$ cat config.mk
export PLATFORM = sky130hd
export DESIGN_NAME = stream_rr_arbiter
export DESIGN_NICKNAME = d
export VERILOG_FILES = /design/src/rtl/cgra_stream_pkg.sv /design/src/rtl/rr_priority_pick.sv /design/src/rtl/stream_rr_arbiter.sv
export SDC_FILE = /design/constraint.sdc
export NUM_CORES = 1
export LEC_CHECK = 0
export ABC_AREA = 0
export CAP_MARGIN = 20
export CORE_MARGIN = 1
export CORE_UTILIZATION = 42
export DETAILED_ROUTE_END_ITERATION = 12
export PLACE_DENSITY_LB_ADDON = 0.08
export SLEW_MARGIN = 40
export SYNTH_ARGS = -nofsm -noshare
export SYNTH_HDL_FRONTEND = slang
export SYNTH_SLANG_ARGS = --single-unit
$ cat constraint.sdc
create_clock -name clock -period 3.9 [get_ports clock]
set_input_delay 0.585 -clock clock [delete_from_list [all_inputs] [get_ports clock]]
set_output_delay 0.585 -clock clock [all_outputs]
set_load 0.1 [all_outputs]
$ cat src/rtl/cgra_stream_pkg.sv
// Shared definitions for the CGRA stream blocks.
//   arb_state_t : arbiter FSM encoding (ARB_IDLE = 1'b0, ARB_LOCK = 1'b1)
//   clog2_min1  : ceil(log2(n)) but never less than 1, for index widths
package cgra_stream_pkg;

    typedef enum logic {
        ARB_IDLE = 1'b0,
        ARB_LOCK = 1'b1
    } arb_state_t;

    function automatic int clog2_min1(input int n);
        return (n <= 2) ? 1 : $clog2(n);
    endfunction

endpackage

$ cat src/rtl/rr_priority_pick.sv
// Rotating first-one finder.
// Returns the first set request at or after ptr, wrapping modulo N_IN.
//   req   : request vector, one bit per source
//   ptr   : index where the search starts
//   found : any request set
//   idx   : winning source index (0 when found is low)
module rr_priority_pick
    import cgra_stream_pkg::*;
#(
    parameter int N_IN = 4,
    parameter int ID_W = clog2_min1(N_IN)
) (
    input  logic [N_IN-1:0] req,
    input  logic [ID_W-1:0] ptr,
    output logic            found,
    output logic [ID_W-1:0] idx
);

    // The request vector is doubled so that a plain lowest-index search over
    // the bits at or above ptr naturally wraps into the second copy.
    logic [2*N_IN-1:0] req2;
    logic [2*N_IN-1:0] masked;

    // NOTE: every output of a combinational block is assigned a default
    // before any conditional update, so no path leaves a latch behind.
    always_comb begin
        req2   = {req, req};
        masked = '0;
        for (int k = 0; k < 2 * N_IN; k++) begin
            masked[k] = req2[k] && (k >= int'(ptr));
        end

        found = |req;
        idx   = '0;
        // Scan downward so the lowest masked index is the last one written.
        for (int k = 2 * N_IN - 1; k >= 0; k--) begin
            if (masked[k]) begin
                idx = (k >= N_IN) ? ID_W'(k - N_IN) : ID_W'(k);
            end
        end
    end

endmodule

$ cat src/rtl/stream_rr_arbiter.sv
// Round-robin merge of N_IN valid/ready streams onto one registered output,
// with a burst lock that keeps a granted source for up to BURST beats.
//   clock, reset : clock, synchronous active-high reset
//   in_din       : packed input data, source i at [i*DATA_W +: DATA_W]
//   in_din_v     : per-source valid
//   in_din_r     : per-source ready (combinational, at most one bit high)
//   io_dout      : registered output data
//   io_dout_v    : registered output valid
//   io_dout_r    : downstream ready
//   io_grant_id  : source of the beat held in io_dout
//   io_locked    : high while a source holds the burst lock
module stream_rr_arbiter
    import cgra_stream_pkg::*;
#(
    parameter int N_IN   = 4,
    parameter int DATA_W = 32,
    parameter int BURST  = 4,
    parameter int ID_W   = clog2_min1(N_IN)
) (
    input  logic                   clock,
    input  logic                   reset,
    input  logic [N_IN*DATA_W-1:0] in_din,
    input  logic [N_IN-1:0]        in_din_v,
    output logic [N_IN-1:0]        in_din_r,
    output logic [DATA_W-1:0]      io_dout,
    output logic                   io_dout_v,
    input  logic                   io_dout_r,
    output logic [ID_W-1:0]        io_grant_id,
    output logic                   io_locked
);

    localparam logic [7:0] BURST_LAST = 8'(BURST);

    // Index increment that wraps correctly for non-power-of-two N_IN.
    function automatic logic [ID_W-1:0] wrap_inc(input logic [ID_W-1:0] x);
        return (int'(x) == N_IN - 1) ? '0 : x + ID_W'(1);
    endfunction

    arb_state_t        state, state_n;
    logic [ID_W-1:0]   ptr, ptr_n;
    logic [ID_W-1:0]   gnt, gnt_n;
    logic [7:0]        cnt, cnt_n;

    logic              space;
    logic              pick_found;
    logic [ID_W-1:0]   pick_idx;
    logic [ID_W-1:0]   sel;
    logic              sel_ok;
    logic              take;
    logic [DATA_W-1:0] sel_data;
    logic [7:0]        cnt_inc;

    rr_priority_pick #(
        .N_IN (N_IN),
        .ID_W (ID_W)
    ) u_pick (
        .req   (in_din_v),
        .ptr   (ptr),
        .found (pick_found),
        .idx   (pick_idx)
    );

    always_comb begin
        space    = ~io_dout_v | io_dout_r;
        // While locked the granted source is selected even without valid, so
        // a dropped valid is seen as an early release rather than a re-pick.
        sel      = (state == ARB_LOCK) ? gnt : pick_idx;
        sel_ok   = (state == ARB_LOCK) | pick_found;
        in_din_r = '0;
        if (!reset && space && sel_ok) begin
            in_din_r[sel] = 1'b1;
        end
        take     = in_din_v[sel] & in_din_r[sel];
        sel_data = in_din[int'(sel) * DATA_W +: DATA_W];
        cnt_inc  = cnt + 8'd1;

        state_n  = state;
        ptr_n    = ptr;
        gnt_n    = gnt;
        cnt_n    = cnt;

        case (state)
            ARB_IDLE: begin
                if (take) begin
                    gnt_n = sel;
                    if (BURST == 1) begin
                        ptr_n = wrap_inc(sel);
                    end else begin
                        state_n = ARB_LOCK;
                        cnt_n   = 8'd1;
                    end
                end
            end
            ARB_LOCK: begin
                // With space low nothing moves: the lock and count are frozen.
                if (space) begin
                    if (take && cnt_inc != BURST_LAST) begin
                        cnt_n = cnt_inc;
                    end else begin
                        // Burst complete, or the owner ran dry: rotate.
                        state_n = ARB_IDLE;
                        ptr_n   = wrap_inc(gnt);
                        cnt_n   = 8'd0;
                    end
                end
            end
            default: state_n = ARB_IDLE;
        endcase
    end

    // NOTE: sequential state uses non-blocking assignments so every register
    // samples the pre-edge values regardless of statement order.
    always_ff @(posedge clock) begin
        if (reset) begin
            state       <= ARB_IDLE;
            ptr         <= '0;
            gnt         <= '0;
            cnt         <= '0;
            io_dout     <= '0;
            io_dout_v   <= 1'b0;
            io_grant_id <= '0;
        end else begin
            state <= state_n;
            ptr   <= ptr_n;
            gnt   <= gnt_n;
            cnt   <= cnt_n;
            // A new beat overwrites the held one in the same cycle it leaves,
            // so back-to-back transfers need no bubble.
            if (take) begin
                io_dout     <= sel_data;
                io_grant_id <= sel;
                io_dout_v   <= 1'b1;
            end else if (io_dout_r) begin
                io_dout_v   <= 1'b0;
            end
        end
    end

    assign io_locked = (state == ARB_LOCK);

endmodule

-- After elaboration in Yosys (flattened, before gate mapping)
Index checks and enable logic that the tools add are counted.
- bits in registers: 48
- input bits: 135
- output and inout port bits: 40
- word-level logic and storage cells: 64
- $add $sub $neg: 2
- $lt $le $gt $ge: 5
- equal/unequal tests: 4
- shifts and indexed selects: 1
- mux-type cells: 26
- bitwise gates (word level): 6
- reductions and logical operators: 13
- operators with widths (cell ; count):
    variable part select 128 x 8 -> 32 bit ; 1
    two-way mux 8 bit ; 3
    two-way mux 2 bit ; 9
    case mux 8 bit (2 select lines) ; 1
    adder 8 x 1 -> 8 bit (second input constant) ; 1
    two-way mux 1 bit ; 8
    != test 8 x 3 -> 1 bit (second input constant) ; 1
    logical AND 1 bit ; 7
    binary-select mux 1 bit (select 2 bit) ; 2
    >= comparator 1 x 2 -> 1 bit (first input constant) ; 2
    two-way mux 4 bit ; 1
    AND reduction 2 bit ; 2
    OR reduction 4 bit ; 1
    < comparator 2 x 3 -> 1 bit (second input constant) ; 1
    inverter 1 bit ; 3
    AND reduction 3 bit ; 1
    adder 2 x 1 -> 2 bit (second input constant) ; 1
    demux 1 bit (select 2 bit) ; 1
    equality test 2 x 1 -> 1 bit (second input constant) ; 1
    >= comparator 2 x 1 -> 1 bit (second input constant) ; 1
    >= comparator 2 bit (first input constant) ; 1
    != test 2 x 1 -> 1 bit (second input constant) ; 1
    != test 2 bit (second input constant) ; 1
    bitwise OR 1 bit ; 2
    4 further kinds ; 4

-- Longest topological paths before layout
Gate-level depths: netlist of the first run.
- depth in word-level cells: 20
- depth in mapped cells: 11
- gate-level depth less buffers: 7

-- By module
Synthesis of the first run repeated with hierarchy kept, for this count alone.
- cell total of the unflattened synthesis: 488
- area total of the unflattened synthesis: 3096.7 um2
- modules (own cells, without submodules) (module ; instances ; cells each ; area an instance (um2)):
    stream_rr_arbiter ; 1 ; 476 ; 3019.1
    rr_priority_pick ; 1 ; 12 ; 77.6

-- Worst setup path after synthesis of the first run
No wires, ideal clock.
- kind: reg2out
- from: reg state (netlist: io_locked)
- to: out in_din_r[3]
- arrival: 4.602 ns
- required time: 3.315 ns
- setup slack: -1.287 ns
- stages on the path, launching flop included: 5
- path buffers: 2
- cell sequence: dfxtp_1 clkbuf_1 clkbuf_1 a21oi_1 nor4_1
- cells in the longest elaborated chain, start to end: 6
- elaborated cells on any way between the ends: 9
- RTL lines (what ; RTL line ; RTL):
    from (decl) ; stream_rr_arbiter.sv:39 ; arb_state_t state, state_n;
    from (signal assigned) ; stream_rr_arbiter.sv:123 ; state <= state_n;
    two-way mux 2 bit ; stream_rr_arbiter.sv:67 ; sel = (state == ARB_LOCK) ? gnt : pick_idx;
    < comparator 2 x 3 -> 1 bit (not written as such) / >= comparator 2 x 1 -> 1 bit (equally long branches) ; stream_rr_arbiter.sv:71 ; in_din_r[sel] = 1'b1;
    logical AND 1 bit (not written as such) ; stream_rr_arbiter.sv:71 ;
    two-way mux 1 bit (not written as such) ; stream_rr_arbiter.sv:71 ;
    demux 1 bit (select 2 bit) ; stream_rr_arbiter.sv:71 ;
    two-way mux 4 bit (*) ; stream_rr_arbiter.sv:70 ; if (!reset && space && sel_ok) begin
    to (decl) ; stream_rr_arbiter.sv:24 ; output logic [N_IN-1:0] in_din_r,
Mark *: on every way between the ends. The rest lies on a longest branch, timed or not.

-- Worst setup path in the final report of the first run
- from: in in_din_v[2]
- to: out in_din_r[2]
- cells in the longest elaborated chain, start to end: 13
- elaborated cells on any way between the ends: 18
- RTL lines (what ; RTL line ; RTL):
    from (decl) ; stream_rr_arbiter.sv:23 ; input logic [N_IN-1:0] in_din_v,
    two-way mux 2 bit (7 in series) ; rr_priority_pick.sv:37 ; if (masked[k]) begin
    two-way mux 2 bit ; stream_rr_arbiter.sv:67 ;
    < comparator 2 x 3 -> 1 bit (not written as such) / >= comparator 2 x 1 -> 1 bit (equally long branches) ; stream_rr_arbiter.sv:71 ;
    logical AND 1 bit (not written as such) ; stream_rr_arbiter.sv:71 ;
    two-way mux 1 bit (not written as such) ; stream_rr_arbiter.sv:71 ;
    demux 1 bit (select 2 bit) ; stream_rr_arbiter.sv:71 ;
    two-way mux 4 bit (*) ; stream_rr_arbiter.sv:70 ;
Marks and branches as above.

==> results of run 1 <==
-- worst max-delay path, cell delays in order --
cell and delay (ns):
clkdlybuf4s50_1 0.68, nor2b_1 0.22, a221oi_2 0.11, o41a_1 0.44, buf_4 0.23, nor3_2 0.32, buf_12 0.23
-- sequential cells by signal, indices dropped and copies added (netlist names) --
name	flops
cnt	8
gnt	2
io_grant_id	2
io_dout	32
ptr	2
io_locked	1
io_dout_v	1
-- area by class of cell --
type,count,area (um^2),share of cell area
Multi-Input combinational cell,297,1950,0.404
Inverter,5,18.8,0.00389
Clock buffer,8,90.1,0.0187
Tap cell,96,120,0.0249
Timing Repair Buffer,186,1690,0.349
Sequential cell,48,961,0.199
-- report_power, final --
group,internal (mW),switching (mW),total [mW]
clock,0.145,0.161,0.305
combinational,0.355,0.820,1.18
sequential,0.553,0.0408,0.594
total,1.05,1.02,2.07
-- worst min-delay path by stage --
stage          slack, ns  depth (start not counted)  endpoint
2_1_floorplan       0.45                          1    cnt[4]
3_3_place_gp        0.47                          1    cnt[1]
3_5_place_dp        0.48                          1    cnt[1]
4_1_cts             0.50                          1    cnt[4]
5_1_grt             0.52                          1    cnt[1]
6_report            0.50                          1    cnt[4]
-- cells by family (layout without fill, tap and decap cells) --
| logic type | count (synthesis) | in the layout | share of synthesized area |
|---|---|---|---|
| AND/OR/NAND/NOR | 185 | 185 | 0.253 |
| AO/OA/AOI/OAI | 106 | 106 | 0.350 |
| flip-flops | 48 | 48 | 0.317 |
| buffers and inverters | 38 | 199 | 0.0594 |
| XOR/XNOR | 3 | 3 | 0.00866 |
| adder cells (fa/ha/maj) | 2 | 2 | 0.00825 |
| multiplexers | 1 | 1 | 0.00330 |
-- metal layers --
metal / vias to the layer above / GRT usage / share of wire
li1: 1744 / - / -
met1: 1633 / 0.295 / 0.40
met2: 142 / 0.487 / 0.51
met3: 15 / 0.0607 / 0.079
met4: 0 / 0.0818 / 0.019
met5: - / 0 / 0
-- cells in the mapped netlist, drive strengths merged, types with 4 or more instances --
library cell  count
nand2           106
nor2             49
dfxtp            48
a211oi           35
a222oi           32
clkbuf           20
buf              13
a21oi            10
nor3              7
inv               5
o21ai             5
a32o              4
nand2b            4
==> out/results.tsv, run 1 <==
stage	metric	value	unit
timing	Slew HR	0.536	
worst_hold_path	hold path start	cnt[4]	
cts	hold_buf cts	0	
route	DR vias/cell	5.52	
logic_synthesis	Yosys top cell area share	0.317	
cts	Clk pin slew, worst setup/hold paths	0.08	ns
timing	clk_skew	0.00878	ns
logic_synthesis	synth top area cells	dfxtp_1, a211oi_2, nand2_1	
placed_design	port bufs	174	
timing	post-route clock period utilization	0.875	
critical_path	Worst R2R Start	io_locked	
route	DRC errors left	0	
logic_synthesis	Netlist cell types	49	
die	Initial Util	0.442	
layout	layout cells sized above 1	0.195	
die	area of the die	0.00756	mm^2
logic_synthesis	cell accounting for the most synthesized area	dfxtp_1	
placed_design	GP Congestion	0.879	
logic_synthesis	syn nets	520	
timing	min cycle time layout	3.41	ns
cts	Max Root-Sink Buffers	2	
die	IO Pins	175	
placed_design	Place WS	0.361	ns
logic_synthesis	predominant post-synthesis flop cell	dfxtp_1	
power	pwr dens	430	mW/mm^2
grt	number of global-route vias before repair	3239	
route	WL final	10300	um
layout	P&R area growth vs syn	59.2	%
critical_path	R2R depth	7	
logic_synthesis	sequential element share of the synthesized area	0.317	
logic_synthesis	Post-synth EDFFs	0	
route	1st-pass router iterations	6	
critical_path	R2R Path End	io_dout[28]	
die	Die Height	87.0	um
layout	final core utilization	0.703	
cts	clock latency at the later pin of the worst-skew pair	0.30	ns
critical_path	FF-to-FF setup slack	1.18	ns
timing	setup violators final	0	
timing	unrepaired setup endpoints after global routing	false	
layout	fin area	0.00483	mm^2
grt	pin count of the biggest net entering global routing	57	
grt	total grt overflow	0	
grt	Global Route Usage Sum	0.262	
route	vias	3534	
critical_path	critical path endpoint	in_din_r[2]	
cts	Setup Buffers After CTS	0	
route	drt wl/cell	16.2	um
timing	Min Hold Slack	0.495	ns
placed_design	number of placed instances, taps included	631	
logic_synthesis	Mapped Avg Cell Area	7.92	um^2
cts	total CTS buffers	5	
worst_hold_path	Hold Crit Class	reg2reg	
die	Core ar.	0.00687	mm^2
timing	fin worst setup slack	0.487	ns
power	Max IR drop VDD	297	uV
critical_path	crit path launch	in_din_v[2]	
timing	f_max	0.293	GHz
layout	FILL cells	571	
power	P_leak	1.94	nW
layout	Non-Filler Instances	640	
logic_synthesis	Mapped Area	0.00303	mm^2
cts	# resized after CTS	0	
layout	final net count	680	
grt	first-pass GRT wire length	15500	um
die	num rows	30	
cts	# H-tree levels	2	
timing	Setup TNS	0	ns
power	Power, Total	2.07	mW
timing	max-slew violation count	0	
critical_path	Setup crit start kind	input port	
logic_synthesis	async set-reset flop share out of synthesis	0	
cts	Root Buffer	clkbuf_8	
layout	commonest non-fill, non-tap cells in the layout	clkdlybuf4s50_1, nand2_1, dfxtp_1	
critical_path	CP required	3.31	ns
run_status	status	finished clean	
critical_path	CP Capture Type	output pin	
layout	most common cell after layout, fill and taps aside	clkdlybuf4s50_1	
logic_synthesis	cells after synthesis	383	
logic_synthesis	Seq cells post-synth	48	
job	max_cap viols	0	
critical_path	critical path class	in2out	
timing	slew at the pin closest to its max-slew limit	0.696	ns
cts	clk sinks	48	
critical_path	WP data arrival	2.83	ns
grt	initial antenna violation count	0	
cts	TritonCTS clock tree	yes	
route	DRT iter0 DRCs	190	
timing	Hold Violations, Final	0	
die	die width	87.0	um
placed_design	DP HPWL	7800	um
route	Post-DRT Antenna Nets	0	
logic_synthesis	YS warnings	0	
layout	# diodes	0	
critical_path	crit-path max FO	20	
placed_design	area of placed instances	0.00473	mm^2
(Power assumes the default switching activity.)
==> run 2, diff against run 1 <==
- CTS_CLUSTER_SIZE: default -> 14
==> results of run 2 <==
Final layout, timing and power as in run 1 (identical DEF).
==> run 3, diff against run 2 <==
- CORE_MARGIN: 1 -> 3
- SETUP_SLACK_MARGIN: default -> 0.3
==> out/results.tsv, run 3 (synthesis results as in run 1) <==
stage	metric	value	unit	change
critical_path	Setup crit start kind	input port		
die	Die Height	91.0	um	+4.6%
critical_path	slowest stage delay, CP	0.58	ns	-0.10 ns
route	DRC errors left	0		unchanged
timing	Min Hold Slack	0.501	ns	+0.00564 ns
critical_path	critical path class	in2out		
die	area of the die	0.00828	mm^2	+9.4%
grt	total grt overflow	0		unchanged
cts	clock latency at the later pin of the worst-skew pair	0.31	ns	about the same
cts	total CTS buffers	5		unchanged
route	DR vias/cell	5.53		about the same
power	Max IR drop VDD	252	uV	-15%
cts	# H-tree levels	2		unchanged
route	WL met3	899	um	+11%
die	Initial Util	0.439		-0.00240
power	pwr dens	451	mW/mm^2	+5.1%
layout	FILL cells	591		+3.5%
placed_design	GP Congestion	0.831		-5.5%
critical_path	Critical-path top delay cell	clkdlybuf4s50_1		
critical_path	R2R Path End	io_dout[28]		
die	Core ar.	0.00691	mm^2	+0.55%
power	Seq pwr share	0.269		-0.017
layout	commonest non-fill, non-tap cells in the layout	clkdlybuf4s50_1, nand2_1, dfxtp_1		
timing	slew at the pin closest to its max-slew limit	0.782	ns	+0.0852 ns
grt	initial antenna violation count	0		unchanged
worst_hold_path	hold depth	1		unchanged
worst_hold_path	hold path start	cnt[4]		
placed_design	port bufs	174		unchanged
layout	Non-Filler Instances	641		+0.16%
worst_hold_path	Hold Crit Class	reg2reg		
route	WL final	10700	um	+3.7%
power	Comb power frac	0.536		-0.031
timing	max-slew violation count	0		unchanged
route	1st-pass router iterations	5		-1
layout	most common cell after layout, fill and taps aside	clkdlybuf4s50_1		
timing	min cycle time layout	3.25	ns	-0.168 ns
layout	area of the multi-input gates	0.00196	mm^2	+0.13%
layout	P&R area growth vs syn	61.6	%	
timing	setup violators final	0		unchanged
critical_path	CP Capture Type	output pin		
power	internal power	1.17	mW	+11%
grt	Global Route Usage Sum	0.250		-0.0128
timing	Slew HR	0.478		-0.0576
worst_hold_path	Worst Hold Path EP	cnt[4]		
critical_path	WP data arrival	2.66	ns	-0.17 ns
power	NetSw	1.04	mW	+1.8%
timing	unrepaired setup endpoints after global routing	false		
critical_path	FF-to-FF setup slack	0.94	ns	-0.24 ns
route	DRT iter0 DRCs	274		+44%
layout	number of flip-flops under the largest register name	32		unchanged
route	Post-DRT Antenna Nets	0		unchanged
placed_design	number of placed instances, taps included	632		+0.16%
cts	Root Buffer	clkbuf_8		
timing	clk_skew	0.0107	ns	+0.00189 ns
cts	clk sinks	48		unchanged
die	die width	91.0	um	+4.6%
critical_path	Worst R2R Start	io_locked		
cts	Clk pin slew, worst setup/hold paths	0.09	ns	about the same
timing	post-route clock period utilization	0.832		-0.0430
critical_path	crit-path max FO	8		-60%
die	num rows	30		unchanged
route	highest metal used	met4		
route	vias	3542		+0.23%
run_status	status	finished clean		
cts	hold_buf cts	0		unchanged
die	IO Pins	175		unchanged
route	met2 wire len	5270	um	+0.80%
route	met1 wire length	4460	um	+8.7%
route	drt wl/cell	16.7	um	+3.6%
grt	pin count of the biggest net entering global routing	45		-21%
grt	number of global-route vias before repair	3371		+4.1%
cts	# resized after CTS	0		unchanged
job	max_cap viols	0		unchanged
layout	layout cells sized above 1	0.202		+0.00698
critical_path	R2R depth	8		+1
power	Sw Share	0.470		-0.0221
power	clock share of power	0.195		+0.048
critical_path	CP required	3.31	ns	about the same
layout	biggest regs	io_dout x32, cnt x8		
layout	Largest Register	io_dout		
cts	TritonCTS clock tree	yes		
timing	Hold Violations, Final	0		unchanged
timing	f_max	0.308	GHz	+5.2%
critical_path	worst-path cell chain	clkdlybuf4s50_1 -> mux2i_1 -> o221ai_1 -> nor2_1 -> a21oi_1 -> nor4_2 -> buf_12		
layout	final net count	681		+0.15%
layout	# diodes	0		unchanged
cts	Setup Buffers After CTS	0		unchanged
power	P_leak	1.98	nW	+1.6%
grt	first-pass GRT wire length	17100	um	+10%
cts	Max Root-Sink Buffers	2		unchanged
placed_design	DP HPWL	8040	um	+3.1%
layout	register area	961	um^2	unchanged
-- run 3: cell types whose count changed in the layout (fill, tap and decap cells not counted), sizes merged --
| cell | change |
|---|---|
| bufinv | +2 |
| clkbuf | -2 |
| inv | +1 |
-- run 3: routing by layer --
| metal | GRT usage | vias to the layer above |
|---|---|---|
| li1 | - | 1749 |
| met1 | 0.311 | 1648 |
| met2 | 0.431 | 137 |
| met3 | 0.0679 | 8 |
| met4 | 0.0515 | 0 |
| met5 | 0 | - |
-- run 3: cell type report --
| type | count | share of cell area |
|---|---|---|
| Inverter | 5 | 0.00383 |
| Timing Repair Buffer | 187 | 0.348 |
| Multi-Input combinational cell | 297 | 0.399 |
| Clock buffer | 5 | 0.0140 |
| Sequential cell | 48 | 0.196 |
| Tap cell | 96 | 0.0245 |
| Clock inverter | 3 | 0.0140 |
-- run 3: worst max path at each step --
stage,startpoint,end,slack [ns],depth (start not counted)
2_1_floorplan,io_locked,in_din_r[3],-0.14,4
3_3_place_gp,in_din_v[2],io_dout[31],0.43,9
3_5_place_dp,in_din_v[2],io_dout[0],0.36,9
4_1_cts,in_din_v[2],in_din_r[1],0.58,6
5_1_grt,in_din_v[2],io_dout[0],0.48,9
6_report,in_din_v[2],in_din_r[3],0.65,7
-- run 3: critical path: cells and delay by family --
kind                   cells  cell delay, ns
buffers and inverters      2            0.81
AND/OR/NAND/NOR            2            0.67
AO/OA/AOI/OAI              2            0.36
multiplexers               1            0.22
-- run 3: power groups by stage --
stage,clock network (mW),logic (mW),registers [mW]
2_1_floorplan,0,0.458,1.01
3_5_place_dp,0,1.19,0.606
5_1_grt,0.459,1.26,0.604
3_3_place_gp,0,1.22,0.606
6_report,0.430,1.19,0.595
4_1_cts,0.439,1.19,0.595
-- run 3: stage by stage --
step	area, um^2	setup WS, ns	total power [mW]	util	TNS, ns
floorplan	3060	-0.137	1.46	-	-0.137
global route	4900	0.476	2.32	0.709	0
finish	4900	0.655	2.21	0.709	0
CTS	4890	0.578	2.23	0.708	0
detailed placement	4750	0.360	1.79	0.688	0
global placement	4930	0.432	1.83	0.714	0
